**config.mk**
```make
export PLATFORM = sky130hd
export DESIGN_NAME = crop_video_config_slave
export DESIGN_NICKNAME = d
export VERILOG_FILES = /design/src/rtl/crop_video_config_pkg_hdl.sv /design/src/rtl/crop_video_config_check.sv /design/src/rtl/crop_video_config_slave.sv
export SDC_FILE = /design/constraint.sdc
export NUM_CORES = 1
export LEC_CHECK = 0
export ABC_AREA = 1
export CELL_PAD_IN_SITES_DETAIL_PLACEMENT = 0
export CELL_PAD_IN_SITES_GLOBAL_PLACEMENT = 1
export CORE_ASPECT_RATIO = 1.1
export CORE_MARGIN = 2
export CORE_UTILIZATION = 35
export CTS_CLUSTER_SIZE = 24
export DETAILED_ROUTE_END_ITERATION = 6
export PLACE_DENSITY = 0.76
export RECOVER_POWER = 100
export SYNTH_ARGS = -nofsm -noshare
export SYNTH_HDL_FRONTEND = slang
export SYNTH_HIERARCHICAL = 1
export SYNTH_SLANG_ARGS = --single-unit
```
**constraint.sdc**
```tcl
create_clock -name clock -period 6.6 [get_ports clock]
set_input_delay 1.32 -clock clock [delete_from_list [all_inputs] [get_ports clock]]
set_output_delay 1.32 -clock clock [all_outputs]
set_load 0.02 [all_outputs]
```
**src/rtl/crop_video_config_pkg_hdl.sv**
```systemverilog
// Shared definitions for the crop video configuration slave:
// register addresses, STATUS/CTRL bit positions, the crop window struct
// used for the shadow/staged/active sets, and the FSM state type.
package crop_video_config_pkg_hdl;

  // Field width of crop_window_t; the slave's DATA_W must match it.
  localparam int CROP_DATA_W = 16;

  localparam logic [2:0] ADDR_X_START = 3'd0;
  localparam logic [2:0] ADDR_Y_START = 3'd1;
  localparam logic [2:0] ADDR_WIDTH   = 3'd2;
  localparam logic [2:0] ADDR_HEIGHT  = 3'd3;
  localparam logic [2:0] ADDR_CTRL    = 3'd4;
  localparam logic [2:0] ADDR_STATUS  = 3'd5;

  localparam int CTRL_COMMIT    = 0;
  localparam int STATUS_PENDING = 0;
  localparam int STATUS_ERROR   = 1;

  typedef struct packed {
    logic [CROP_DATA_W-1:0] x_start;
    logic [CROP_DATA_W-1:0] y_start;
    logic [CROP_DATA_W-1:0] width;
    logic [CROP_DATA_W-1:0] height;
  } crop_window_t;

  typedef enum logic {S_IDLE, S_RD_RESP} cfg_state_t;

  // Full-frame window used as the reset value of every set.
  function automatic crop_window_t full_frame(input int max_w, input int max_h);
    crop_window_t w;
    w.x_start = '0;
    w.y_start = '0;
    w.width   = CROP_DATA_W'(max_w);
    w.height  = CROP_DATA_W'(max_h);
    return w;
  endfunction

endpackage

```
**src/rtl/crop_video_config_check.sv**
```systemverilog
// Combinational legality check of a crop window against the frame size.
// Ports:
//   win   in  crop window to check
//   legal out 1 when width/height are non-zero and the window fits the frame
// Sums are one bit wider than the fields so they cannot wrap.
module crop_video_config_check
  import crop_video_config_pkg_hdl::*;
#(
  parameter int MAX_W = 1920,
  parameter int MAX_H = 1080
) (
  input  crop_window_t win,
  output logic         legal
);

  localparam logic [CROP_DATA_W:0] MAX_W_L = (CROP_DATA_W+1)'(MAX_W);
  localparam logic [CROP_DATA_W:0] MAX_H_L = (CROP_DATA_W+1)'(MAX_H);

  logic [CROP_DATA_W:0] x_end;
  logic [CROP_DATA_W:0] y_end;

  assign x_end = {1'b0, win.x_start} + {1'b0, win.width};
  assign y_end = {1'b0, win.y_start} + {1'b0, win.height};

  assign legal = (win.width != '0) && (win.height != '0) &&
                 (x_end <= MAX_W_L) && (y_end <= MAX_H_L);

endmodule

```
**src/rtl/crop_video_config_slave.sv**
```systemverilog
// Register-side responder for the crop configuration interface.
// Writes land in shadow registers; a CTRL commit validates the shadow set
// and stages it; the staged set reaches the active outputs only on a
// frame_start, so the crop datapath never sees a mid-frame change.
// Ports:
//   clock, reset              clock, synchronous active-high reset
//   cfg_valid/ready/write     request handshake and direction
//   cfg_addr, cfg_wdata       register address and write data
//   cfg_rvalid/rready/rdata   read response handshake and data
//   frame_start               one-cycle frame boundary pulse
//   crop_*                    active crop window
//   cfg_applied               one-cycle pulse when the active window updates
//   cfg_error                 sticky: the last commit was illegal
module crop_video_config_slave
  import crop_video_config_pkg_hdl::*;
#(
  parameter int DATA_W = 16,
  parameter int MAX_W  = 1920,
  parameter int MAX_H  = 1080
) (
  input  logic              clock,
  input  logic              reset,
  input  logic              cfg_valid,
  output logic              cfg_ready,
  input  logic              cfg_write,
  input  logic [2:0]        cfg_addr,
  input  logic [DATA_W-1:0] cfg_wdata,
  output logic              cfg_rvalid,
  input  logic              cfg_rready,
  output logic [DATA_W-1:0] cfg_rdata,
  input  logic              frame_start,
  output logic [DATA_W-1:0] crop_x_start,
  output logic [DATA_W-1:0] crop_y_start,
  output logic [DATA_W-1:0] crop_width,
  output logic [DATA_W-1:0] crop_height,
  output logic              cfg_applied,
  output logic              cfg_error
);

  localparam crop_window_t RST_WIN = full_frame(MAX_W, MAX_H);

  cfg_state_t   state, state_nxt;
  crop_window_t shadow, staged, active;
  logic         pending;
  logic         legal;
  logic         wr_en, rd_en, commit, apply;
  logic [DATA_W-1:0] rd_mux;

  crop_video_config_check #(.MAX_W(MAX_W), .MAX_H(MAX_H)) u_check (
    .win   (shadow),
    .legal (legal)
  );

  // FSM: state register
  always_ff @(posedge clock) begin
    if (reset) state <= S_IDLE;
    else       state <= state_nxt;
  end

  // FSM: next state and handshake outputs
  always_comb begin
    state_nxt  = state;
    cfg_ready  = 1'b0;
    cfg_rvalid = 1'b0;
    case (state)
      S_IDLE: begin
        cfg_ready = 1'b1;
        if (cfg_valid && !cfg_write) state_nxt = S_RD_RESP;
      end
      S_RD_RESP: begin
        cfg_rvalid = 1'b1;
        if (cfg_rready) state_nxt = S_IDLE;
      end
      default: state_nxt = S_IDLE;
    endcase
  end

  assign wr_en  = cfg_ready && cfg_valid && cfg_write;
  assign rd_en  = cfg_ready && cfg_valid && !cfg_write;
  assign commit = wr_en && (cfg_addr == ADDR_CTRL) && cfg_wdata[CTRL_COMMIT];
  // Apply uses the pre-edge staged set, so a same-cycle commit only
  // replaces what gets applied at the following frame_start.
  assign apply  = frame_start && pending;

  always_comb begin
    rd_mux = '0;
    case (cfg_addr)
      ADDR_X_START: rd_mux = shadow.x_start;
      ADDR_Y_START: rd_mux = shadow.y_start;
      ADDR_WIDTH:   rd_mux = shadow.width;
      ADDR_HEIGHT:  rd_mux = shadow.height;
      ADDR_STATUS: begin
        rd_mux[STATUS_PENDING] = pending;
        rd_mux[STATUS_ERROR]   = cfg_error;
      end
      default: rd_mux = '0;
    endcase
  end

  always_ff @(posedge clock) begin
    if (reset) begin
      shadow      <= RST_WIN;
      staged      <= RST_WIN;
      active      <= RST_WIN;
      pending     <= 1'b0;
      cfg_error   <= 1'b0;
      cfg_applied <= 1'b0;
      cfg_rdata   <= '0;
    end else begin
      cfg_applied <= apply;
      if (rd_en) cfg_rdata <= rd_mux;

      if (wr_en) begin
        case (cfg_addr)
          ADDR_X_START: shadow.x_start <= cfg_wdata;
          ADDR_Y_START: shadow.y_start <= cfg_wdata;
          ADDR_WIDTH:   shadow.width   <= cfg_wdata;
          ADDR_HEIGHT:  shadow.height  <= cfg_wdata;
          default: ;
        endcase
      end

      if (apply) begin
        active  <= staged;
        pending <= 1'b0;
      end

      // Later assignments win: a legal commit keeps pending set even
      // when an apply happens in the same cycle.
      if (commit) begin
        if (legal) begin
          staged    <= shadow;
          pending   <= 1'b1;
          cfg_error <= 1'b0;
        end else begin
          cfg_error <= 1'b1;
        end
      end
    end
  end

  assign crop_x_start = active.x_start;
  assign crop_y_start = active.y_start;
  assign crop_width   = active.width;
  assign crop_height  = active.height;

endmodule

```
==> PnR_summary.wiki, run 1 <==
{| class="wikitable"
! Metric !! Value
|-
| Met2 wire length || 14.94 mm
|-
| Number of vias per cell after detailed routing || roughly 5
|-
| Final setup TNS || 0 ps
|-
| Syn Std Cell Area || approximately 0.010 sq mm
|-
| Class of the most critical hold timing path || flop to flop
|-
| Final RePlAce weighted congestion || 0.8861
|-
| Core Area || about 0.029 sq mm
|-
| Yosys warning count || 6
|-
| Data arrival at the endpoint of the critical path || roughly 5000 ps
|-
| Vertical extent of the die || between 150 and 200 um
|-
| Cell variety after synth || 33
|-
| Buffers on Ports || 108
|-
| Global route total overflow || 0
|-
| Final worst clock skew || about 30 ps
|-
| Relative slew margins || -64.52%
|-
| Highest cell delay on the worst timing path || between 800 and 900 ps
|-
| Synthesized area divided by synthesized cell count || 6.886 sq um
|-
| Count of pins on the block boundary || approximately 110
|-
| Top routing layer used || met4
|-
| Count of cells resized by post-cts repair || 0
|-
| Number of clock sinks seen by CTS || around 210
|-
| Power per unit of standard cell area || approximately 220 mW/mm^2
|-
| Total routing usage reported by global routing || between 20% and 30%
|-
| Synthesis-stage register bit count || ~210
|-
| Number of design-rule violations left by the first detailed-router iteration || 678
|-
| Final standard cell utilization of the core || around two fifths
|-
| Leading cell type in the layout, fill and taps excluded || nand2_1
|-
| Drt wl/cell || 16.82 um
|-
| RSZ-0062 raised after global routing || no
|-
| Static Leak || 5.323 nW
|-
| Vias in the first global route || about 9000
|-
| Maximum net fanout on the critical path || 28
|-
| Initial standard-cell utilization of the core || 35.78%
|-
| Layout cell share with drive strength beyond 1 || between 5 and 6%
|-
| Router iterations before antenna repair || 5
|-
| Failing checks || max-capacitance violations, max-slew violations
|-
| Clock root buffer || clkbuf_16
|-
| Routed wl met3 || about 2.0 mm
|-
| FMAX || ~210 MHz
|-
| Final Setup Violations || 0
|-
| ANT nets after route || 0
|-
| Overall die area || between 0.03 and 0.04 sq mm
|-
| Placed wire-length estimate || 24.36 mm
|-
| Post-CTS Hold Fix Bufs || 0
|-
| Period minus WS final || 4667 ps
|-
| Count of endpoints failing hold in the final timing report || 0
|-
| Antenna diode instance count || 0
|-
| Total vias in the final route || 9715
|-
| Max Buffers Root-to-Sink || 3
|-
| Number of H-tree levels || 1
|-
| Die Wd || about 170 um
|-
| Final worst-path cycle share || between 70% and 80%
|-
| Net count after synthesis || approximately 1600
|-
| Crit path capture type || flop
|-
| Fin nets || ~1600
|-
| Cell repeated most along the worst path || inv_1
|-
| Peak supply drop || between 0.15 and 0.2 mV
|-
| Status || finished, violations left
|-
| Number of buffers added by the clock tree synthesis step || 22
|-
| Max capacitance violation total || 2
|-
| Floorplan row count || 65
|-
| CP startpoint kind || input pin
|-
| Clock insertion delay at the later pin of the skew report || approximately 530 ps
|-
| Library cell contributing the largest single delay on the critical path || nor2_1
|-
| Final Slew Violations || about 120
|-
| First-pass GRT wire length || around 51 mm
|-
| Crit Path Category || input pin to flop
|-
| Top library cells by usage in the layout, fill and taps aside || nand2_1 (348), nor2_1 (264), dfxtp_1 (212), inv_1 (135), o21ai_0 (129)
|-
| CTS tree || yes
|-
| Number of antenna violations at the first check in global routing || 0
|-
| Cell count after synthesis || between 1000 and 1500
|-
| Post-route DRC || 0
|-
| Area growth from synthesis to layout || 17.33%
|-
| Cell Chain, Critical Path || dlygate4sd3_1, inv_1, nand3_1, nor2_1, inv_1, o21ai_0, a21oi_1
|-
| Register area share after synthesis || between 40% and 50%
|-
| Clock slew at the register clock pins of the worst setup and hold paths || approximately 60 ps
|-
| Critical path required time || around 7000 ps
|-
| Actual transition at the worst max-transition pin || roughly 2500 ps
|-
| Post-CTS setup repair buffer count || 0
|-
| Routed metal-1 wire length || around 15 mm
|-
| Routed Wire Length || roughly 33 mm
|-
| Pin count of the biggest net entering global routing || 74
|}
-- area by class of cell --
cell class,instances,area (sq um)
sequential,212,4244
tap,368,460.4
clock buffer,32,638.1
multi-input combinational,1073,5072
timing repair buffer,114,1114
fill,3099,16700
inverter,139,521.8
clock inverter,5,36.28
-- flip-flops by register name, indices dropped and copies added (netlist names) --
signal / count
shadow: 64
cfg_applied: 1
state: 1
crop_y_start: 16
crop_height: 16
cfg_error: 1
crop_width: 16
cfg_rdata: 16
crop_x_start: 16
pending: 1
staged: 64
-- per-layer routing --
| layer | vias up | GRT usage (%) |
|---|---|---|
| li1 | 4930 | - |
| met1 | 4459 | 28.99 |
| met2 | 283 | 34.37 |
| met3 | 43 | 2.971 |
| met4 | 0 | 5.704 |
| met5 | - | 0 |
-- critical path, delay by kind of cell --
| kind | cells | cell delay [ps] |
|---|---|---|
| and+or+nand+nor | 2 | 1560 |
| AOI/OAI and AO/OA | 2 | 350 |
| buffers and inverters | 3 | 1780 |
-- path summary, 6_finish.rpt --
check / startpoint / to / slack [ps] / cells past startpoint
worst min-delay path: staged[40] / staged[40] / 460 / 2
worst max-delay path: cfg_addr[2] / shadow[6] / 1930 / 7
worst min register to register: staged[40] / staged[40] / 460 / 2
worst max register to register: shadow[16] / staged[32] / 2150 / 17
-- logic make-up (layout without fill, tap and decap cells) --
group           count (synthesis)  after routing  synth area share, %
xor+xnor                        4              4               0.3402
fa+ha+maj                      34             34                4.275
buf+inv                       211            290                8.818
simple gates                  751            751                30.72
flops                         212            212                41.20
compound gates                284            284                14.65
-- metrics by stage --
stage	std cells	power, mW	instance area, sq um	hold WS (ps)	setup WS [ps]
floorplan	1496	1.446	10300	429.2	4185
global placement	1906	1.520	11500	441.8	2681
detailed placement	1906	1.520	11500	446.9	2610
CTS	1943	2.686	12170	462.1	2803
global route	1943	2.761	12090	471.6	1570
finish	1943	2.662	12090	460.4	1933
-- report_power, final --
group	switching, mW	internal [mW]
combinational	0.120	0.0567
sequential	0.0209	1.29
clock	0.505	0.668
total	0.646	2.02
-- cells in the mapped netlist, drive strengths merged --
| cell | number | area (sq um) |
|---|---|---|
| nand3b | 5 | 37.54 |
| nand4 | 19 | 118.9 |
| or2 | 2 | 12.52 |
| clkbuf | 38 | 143.9 |
| nand2 | 374 | 1469 |
| o21ai | 136 | 680.7 |
| fa | 2 | 40.04 |
| ha | 32 | 400.4 |
| and2 | 1 | 6.260 |
| buf | 34 | 242.7 |
| nor3 | 3 | 15.01 |
| nand3 | 77 | 450.4 |
| xor2 | 1 | 8.760 |
| o211ai | 12 | 90.09 |
| a21oi | 131 | 700.7 |
| dfxtp | 212 | 4244 |
| o21bai | 5 | 37.54 |
| nor2 | 270 | 1055 |
| xnor2 | 3 | 26.28 |
| inv | 139 | 521.8 |
Note: power is estimated with default switching activity, not from simulation.
==> run 2: changes to the inputs <==
--- a/config.mk
+++ b/config.mk
@@ -13,7 +13,7 @@
 export CORE_UTILIZATION = 35
 export CTS_CLUSTER_SIZE = 24
 export DETAILED_ROUTE_END_ITERATION = 6
-export PLACE_DENSITY = 0.76
+export PLACE_DENSITY = 0.79
 export RECOVER_POWER = 100
 export SYNTH_ARGS = -nofsm -noshare
 export SYNTH_HDL_FRONTEND = slang
==> constraint.sdc (replaced) <==
create_clock -name clock -period 3.9 [get_ports clock]
set_input_delay 0.78 -clock clock [delete_from_list [all_inputs] [get_ports clock]]
set_output_delay 0.78 -clock clock [all_outputs]
set_load 0.02 [all_outputs]
==> run 2 against run 1 <==
- critical path type unchanged
- the run still ends with max-capacitance violations, max-slew violations left
- global-route usage shrank 0.44 points
- combinational power grew 74%
- utilization grew 0.78 points
- critical path depth grew 2
- flip-flop and latch count is the same
- non-clock buffer count grew 21
- clock power grew 83%
==> PnR_summary.wiki, run 2 (synthesis results as in run 1) <==
{| class="wikitable"
! Metric !! Value
|-
| Final RePlAce weighted congestion || 0.8997 (+1.5%)
|-
| Switching power of the nets || 1.147 mW (+78%)
|-
| Highest cell delay on the worst timing path || 1090 ps (+280 ps)
|-
| Pin count of the biggest net entering global routing || 134 (+81%)
|-
| Footprint of the flip-flops and latches || 0.004244 sq mm (unchanged)
|-
| Top library cells by usage in the layout, fill and taps aside || nand2_1 (356), nor2_1 (266), dfxtp_1 (212), inv_1 (135), o21ai_0 (131)
|-
| Final worst-path cycle share || a little under nine tenths
|-
| Minimum setup slack among reg-to-reg paths || 950 ps (-1200 ps)
|-
| Total routing usage reported by global routing || 20.55% (-0.44 points)
|-
| Data arrival at the endpoint of the critical path || 3760 ps (-1270 ps)
|-
| Clock root buffer || clkbuf_16
|-
| Crit path buf inv count || 3 (unchanged)
|-
| Number of clock sinks seen by CTS || 212 (unchanged)
|-
| Router iterations before antenna repair || 5 (unchanged)
|-
| Clock insertion delay at the later pin of the skew report || 540 ps (about the same)
|-
| Registers with the most flip-flops || shadow (64), staged (64)
|-
| Max Buffers Root-to-Sink || 3 (unchanged)
|-
| Layout cell share with drive strength beyond 1 || 6.625% (+1.3 points)
|-
| Clock slew at the register clock pins of the worst setup and hold paths || 60 ps (about the same)
|-
| Maximum net fanout on the critical path || 29 (+3.6%)
|-
| CTS tree || yes
|-
| Post-CTS setup repair buffer count || 0 (unchanged)
|-
| Cell Chain, Critical Path || dlygate4sd3_1, nor2_1, nand3_2, nor2_1, nand2_2, inv_1, buf_4, nand2_1, a21oi_1
|-
| Overall die area || 0.03082 sq mm (unchanged)
|-
| Post-route DRC || 0 (unchanged)
|-
| Crit Path Category || input pin to flop
|-
| Global route total overflow || 0 (unchanged)
|-
| First-pass GRT wire length || 50.15 mm (-1.7%)
|-
| Max capacitance violation total || 1 (-1)
|-
| Final-layout fill cell count || 3021 (-2.5%)
|-
| Post-CTS Hold Fix Bufs || 0 (unchanged)
|-
| Die Wd || 167.6 um (unchanged)
|-
| Share of total power in the clock network || 45.9% (+1.8 points)
|-
| Number of buffers added by the clock tree synthesis step || 23 (+4.5%)
|-
| Number of antenna violations at the first check in global routing || 0 (unchanged)
|-
| Status || finished, violations left
|-
| FMAX || 301.2 MHz
|-
| Leading cell type in the layout, fill and taps excluded || nand2_1
|-
| Multi-input gate area || 0.005072 sq mm (unchanged)
|-
| Cell repeated most along the worst path || nor2_1
|-
| Count of pins on the block boundary || 109 (unchanged)
|-
| Count of cells resized by post-cts repair || 0 (unchanged)
|-
| Actual transition at the worst max-transition pin || 2371 ps (-96.67 ps)
|-
| Kind of cell adding the most delay to the critical path || simple AND/OR/NAND/NOR gates
|-
| Vertical extent of the die || 183.9 um (unchanged)
|-
| Fin nets || 1643 (+1.4%)
|-
| Final Slew Violations || 66 (-47%)
|-
| Number of H-tree levels || 1 (unchanged)
|-
| Crit path capture type || flop
|-
| Static Leak || 5.428 nW (+2.0%)
|-
| Period minus WS final || around 3300 ps
|-
| Drt wl/cell || 16.21 um (-3.6%)
|-
| Buffers on Ports || 108 (unchanged)
|-
| RSZ-0062 raised after global routing || no
|-
| Sequential Power Share || 47.5% (-1.8 points)
|-
| Class of the most critical hold timing path || flop to flop
|-
| Final worst clock skew || 28.47 ps (-1.876 ps)
|-
| Relative slew margins || -58.07% (+6.4 points)
|-
| Routed Wire Length || 31.90 mm (-2.4%)
|-
| Critical path required time || 4340 ps (-2630 ps)
|-
| Power per unit of standard cell area || 378.3 mW/mm^2 (+72%)
|-
| Number of design-rule violations left by the first detailed-router iteration || 840 (+24%)
|-
| Total vias in the final route || 9735 (+0.21%)
|-
| Count of endpoints failing hold in the final timing report || 0 (unchanged)
|-
| Minimum hold slack || 458.6 ps (-1.732 ps)
|-
| Floorplan row count || 65 (unchanged)
|-
| Final Setup Violations || 0 (unchanged)
|-
| Core Area || 0.02879 sq mm (unchanged)
|-
| Net Sw Frac || 24.62% (+0.36 points)
|-
| Failing checks || max-capacitance violations, max-slew violations
|-
| Final setup TNS || 0 ps (unchanged)
|-
| ANT nets after route || 0 (unchanged)
|-
| Placed wire-length estimate || 24.10 mm (-1.1%)
|-
| Initial standard-cell utilization of the core || 35.78% (unchanged)
|-
| CP startpoint kind || input pin
|-
| Area growth from synthesis to layout || 19.51%
|-
| Vias in the first global route || 8984 (+0.28%)
|-
| Antenna diode instance count || 0 (unchanged)
|-
| Library cell contributing the largest single delay on the critical path || nor2_1
|-
| Peak supply drop || 0.2753 mV (+67%)
|-
| Combinational fraction of design power || 6.6% (about the same)
|-
| Number of vias per cell after detailed routing || 4.947 (-1.1%)
|-
| Design internal power || 3.511 mW (+74%)
|}
-- run 2: area by class of cell --
cell class | instances | share of cell area, %
Sequential cell | 212 | 34.47
Clock inverter | 9 | 0.7826
Multi-Input combinational cell | 1073 | 41.20
Tap cell | 368 | 3.740
Clock buffer | 32 | 5.194
Inverter | 139 | 4.238
Timing Repair Buffer | 135 | 10.37
-- run 2: final timing paths --
| path | from | to | cells past startpoint |
|---|---|---|---|
| setup / recovery | cfg_addr[0] | staged[28] | 9 |
| hold / removal | staged[5] | crop_height[5] | 2 |
| setup reg to reg | shadow[16] | staged[28] | 18 |
| hold reg to reg | staged[5] | crop_height[5] | 2 |
-- run 2: worst register-to-register path: stages, from the launching register on --
cell,delay [ps]
dfxtp_1,330
ha_1,260
fa_1,470
nand2_1,100
nand3_1,80
nand3_2,100
nand2_2,90
nand2_1,90
nand3_1,70
nand2_1,80
nand3_1,70
nor2_1,160
nand3_1,100
nor2_1,150
nand2_2,80
inv_1,80
buf_4,310
nand2_1,120
a21oi_1,130
-- run 2: layer usage --
layer  vias to the layer above  track usage (%)  routed length, um
met4                         0            5.009                588
met1                      4401            28.06              14430
met3                        45            2.928               2218
met5                         -                0                  0
met2                       309            34.31              14660
li1                       4980                -                  -
-- run 2: power groups by stage --
stage          registers, mW  clock network (mW)  logic [mW]
5_1_grt                 2.21                2.27       0.344
2_1_floorplan           2.25                   0       0.196
3_3_place_gp            2.26                   0       0.315
3_5_place_dp            2.26                   0       0.314
4_1_cts                 2.21                2.17       0.316
6_report                2.21                2.14       0.308
-- run 2: per-stage QoR --
step / power (mW) / instances / cell area, sq um / util [%] / setup WS (ps)
global route: 4.829 / 1968 / 12310 / 42.76 / 326.7
finish: 4.657 / 1968 / 12310 / 42.76 / 580.0
floorplan: 2.448 / 1496 / 10300 / - / 1485
global placement: 2.575 / 1927 / 11670 / 40.53 / 836.9
CTS: 4.701 / 1968 / 12400 / 43.09 / 908.5
detailed placement: 2.574 / 1927 / 11670 / 40.53 / 804.6
==> run 3: changes to the inputs <==
--- a/config.mk
+++ b/config.mk
@@ -8,7 +8,7 @@
 export ABC_AREA = 1
 export CELL_PAD_IN_SITES_DETAIL_PLACEMENT = 0
 export CELL_PAD_IN_SITES_GLOBAL_PLACEMENT = 1
-export CORE_ASPECT_RATIO = 1.1
+export CORE_ASPECT_RATIO = 0.9
 export CORE_MARGIN = 2
 export CORE_UTILIZATION = 35
 export CTS_CLUSTER_SIZE = 24
==> run 3 against run 2 <==
- clock power rose by 6%
- global-route usage fell by 0.41 points
- combinational power about the same
- non-clock buffer count down 13
- critical endpoint is now shadow[28]
- the run still ends with max-capacitance violations, max-slew violations left
- die area about the same
- routed wire length fell by 1.1%
- largest power group is now the clock network
- largest cell class unchanged
- flip-flop and latch count unchanged
- sequential share of layout area shrank 0.16 points
==> PnR_summary.wiki, run 3 (synthesis results as in run 1) <==
{| class="wikitable"
! Metric !! Value
|-
| Cell Chain, Critical Path || dlygate4sd3_1, inv_1, nand3_1, nor2_1, inv_1, o21ai_0, a21oi_1
|-
| Overall die area || 0.03082 sq mm (about the same)
|-
| Vertical extent of the die || 166.8 um (-9.3%)
|-
| Buffers on Ports || 108 (unchanged)
|-
| Critical path required time || 4270 ps (-70 ps)
|-
| Data arrival at the endpoint of the critical path || 3800 ps (+40 ps)
|-
| Capture point of the critical path || shadow[28]
|-
| Final Slew Violations || 112 (+70%)
|-
| Number of vias per cell after detailed routing || 4.871 (-1.5%)
|-
| Final worst-path cycle share || 87.92% (+2.8 points)
|-
| ANT nets after route || 0 (unchanged)
|-
| Router iterations before antenna repair || 6 (+1)
|-
| # placed instances || 1942 (+0.78%)
|-
| Final setup TNS || 0 ps (unchanged)
|-
| Top library cells by usage in the layout, fill and taps aside || nand2_1 (347), nor2_1 (263), dfxtp_1 (212), inv_1 (135), o21ai_0 (130)
|-
| Finished layout cell area || 0.01237 sq mm (+0.46%)
|-
| Max capacitance violation total || 2 (+1)
|-
| Worst setup startpoint || cfg_addr[2]
|-
| CP startpoint kind || input pin
|-
| FF-to-FF End || staged[11]
|-
| Crit Path Category || input pin to flop
|-
| Design internal power || 3.668 mW (+4.5%)
|-
| RSZ-0062 raised after global routing || no
|-
| Max Buffers Root-to-Sink || 3 (unchanged)
|-
| Static Leak || 5.432 nW (about the same)
|-
| First-pass GRT wire length || 49.34 mm (-1.6%)
|-
| Post-CTS Hold Fix Bufs || 0 (unchanged)
|-
| Vias in the first global route || 8855 (-1.4%)
|-
| Core Area || 0.02894 sq mm (+0.51%)
|-
| Cells on worst reg2reg path || 17 (-1)
|-
| Pin count of the biggest net entering global routing || 134 (unchanged)
|-
| Die Wd || 184.8 um (+10%)
|-
| Count of pins on the block boundary || 109 (unchanged)
|-
| Relative slew margins || -58.64% (-0.56 points)
|-
| Sequential Power Share || 46.3% (-1.2 points)
|-
| Count of endpoints failing hold in the final timing report || 0 (unchanged)
|-
| Power per unit of standard cell area || 386.6 mW/mm^2 (+2.2%)
|-
| Antenna diode instance count || 0 (unchanged)
|-
| Final worst clock skew || 10.72 ps (-17.75 ps)
|-
| Clock root buffer || clkbuf_16
|-
| CTS tree || yes
|-
| Crit path capture type || flop
|-
| FF-to-FF Start || shadow[16]
|-
| Actual transition at the worst max-transition pin || 2380 ps (+8.467 ps)
|-
| Highest cell delay on the worst timing path || 680 ps (-410 ps)
|-
| Area growth from synthesis to layout || 20.05%
|-
| Number of H-tree levels || 1 (unchanged)
|-
| Placed Area || 0.01162 sq mm (-0.41%)
|-
| Library cell contributing the largest single delay on the critical path || inv_1
|-
| Fin nets || 1629 (-0.85%)
|-
| Class of the most critical hold timing path || flop to flop
|-
| Count of cells resized by post-cts repair || 0 (unchanged)
|-
| Placed wire-length estimate || 23.28 mm (-3.4%)
|-
| Post-CTS setup repair buffer count || 0 (unchanged)
|-
| Drt wl/cell || 15.92 um (-1.8%)
|-
| Kind of cell adding the most delay to the critical path || buffers and inverters
|-
| Crit path buf inv count || 3 (unchanged)
|-
| Cell repeated most along the worst path || inv_1
|-
| Switching power of the nets || 1.113 mW (-3.0%)
|-
| Combinational fraction of design power || 6.5% (about the same)
|-
| FMAX || 291.6 MHz (-3.2%)
|-
| Total vias in the final route || 9654 (-0.83%)
|-
| Routed Wire Length || 31.55 mm (-1.1%)
|-
| Net Sw Frac || 23.28% (-1.3 points)
|-
| Clock slew at the register clock pins of the worst setup and hold paths || 60 ps (about the same)
|-
| Number of antenna violations at the first check in global routing || 0 (unchanged)
|-
| Number of buffers added by the clock tree synthesis step || 22 (-4.3%)
|-
| Leading cell type in the layout, fill and taps excluded || nand2_1
|-
| Layout cell share with drive strength beyond 1 || 6.936% (+0.31 points)
|-
| Count of cells along the worst hold path || 2 (unchanged)
|-
| Post-route DRC || 0 (unchanged)
|-
| Final Setup Violations || 0 (unchanged)
|-
| Cell count along the critical path || 7 (-2)
|-
| Period minus WS final || 3429 ps (+108.9 ps)
|-
| Failing checks || max-capacitance violations, max-slew violations
|-
| Global route total overflow || 0 (unchanged)
|-
| Share of total power in the clock network || 47.2% (+1.3 points)
|-
| Peak supply drop || 0.2711 mV (-1.5%)
|-
| Number of clock sinks seen by CTS || 212 (unchanged)
|-
| Floorplan row count || 59 (-9.2%)
|-
| Maximum net fanout on the critical path || 28 (-3.4%)
|-
| Clock insertion delay at the later pin of the skew report || 510 ps (-30 ps)
|-
| Number of design-rule violations left by the first detailed-router iteration || 751 (-11%)
|-
| Minimum setup slack among reg-to-reg paths || 490 ps (-460 ps)
|-
| Status || finished, violations left
|-
| Total routing usage reported by global routing || 20.14% (-0.41 points)
|-
| Registers with the most flip-flops || shadow (64), staged (64)
|-
| Number of cells in the finished layout apart from fillers || 1982 (+0.71%)
|-
| Initial standard-cell utilization of the core || 35.60% (-0.18 points)
|-
| Final RePlAce weighted congestion || 0.8804 (-2.1%)
|}
## run 3: changes by cell type in the layout (fill, tap and decap cells not counted), sizes merged
| cell | delta |
|---|---|
| inv | -2 |
| clkbuf | -5 |
| dlygate4sd3 | -1 |
| clkinvlp | -3 |
| clkinv | +5 |
| clkdlybuf4s50 | +1 |
| bufinv | +3 |
| buf | -12 |
## run 3: worst min path at each step
stage | start | end | slack (ps)
2_1_floorplan | staged[10] | crop_height[10] | 430
3_3_place_gp | staged[8] | staged[8] | 450
3_5_place_dp | staged[26] | crop_width[10] | 450
4_1_cts | staged[38] | staged[38] | 460
5_1_grt | staged[36] | staged[36] | 480
6_report | cfg_rdata[10] | cfg_rdata[10] | 460
## run 3: power groups by stage
stage	Sequential (mW)	Clock [mW]	Combinational (mW)
2_1_floorplan	2.25	0	0.196
3_3_place_gp	2.26	0	0.310
3_5_place_dp	2.26	0	0.311
4_1_cts	2.21	2.29	0.313
5_1_grt	2.21	2.38	0.343
6_report	2.21	2.26	0.309
## run 3: routing by layer
metal  wire length (um)  track usage, %
met4                694           5.107
met1              15260           29.32
met2              13760           30.83
met3               1843           3.258
met5                  0               0
## run 3: final cells by class
cell class | instances | area, sq um
Fill cell | 3095 | 16570
Clock inverter | 12 | 167.7
Clock buffer | 28 | 614.3
Timing Repair Buffer | 122 | 1200
Multi-Input combinational cell | 1073 | 5124
Sequential cell | 212 | 4244
Tap cell | 396 | 495.5
Inverter | 139 | 521.8
## run 3: worst min-delay path: cells and delay by family (launching register included)
family / cells / cell delay [ps]
AO/OA/AOI/OAI: 1 / 50
flip-flops: 1 / 300
AND/OR/NAND/NOR: 1 / 60
## run 3: stage by stage
step | total power, mW | hold WS (ps) | setup WS, ps | util [%]
2_1_floorplan | 2.448 | 429.2 | 1485 | -
3_3_place_gp | 2.572 | 450.3 | 587.2 | 40.16
3_5_place_dp | 2.573 | 447.9 | 492.0 | 40.16
4_1_cts | 4.820 | 463.4 | 646.4 | 42.86
5_1_grt | 4.938 | 482.6 | 222.9 | 42.74
6_report | 4.781 | 461.1 | 471.1 | 42.74
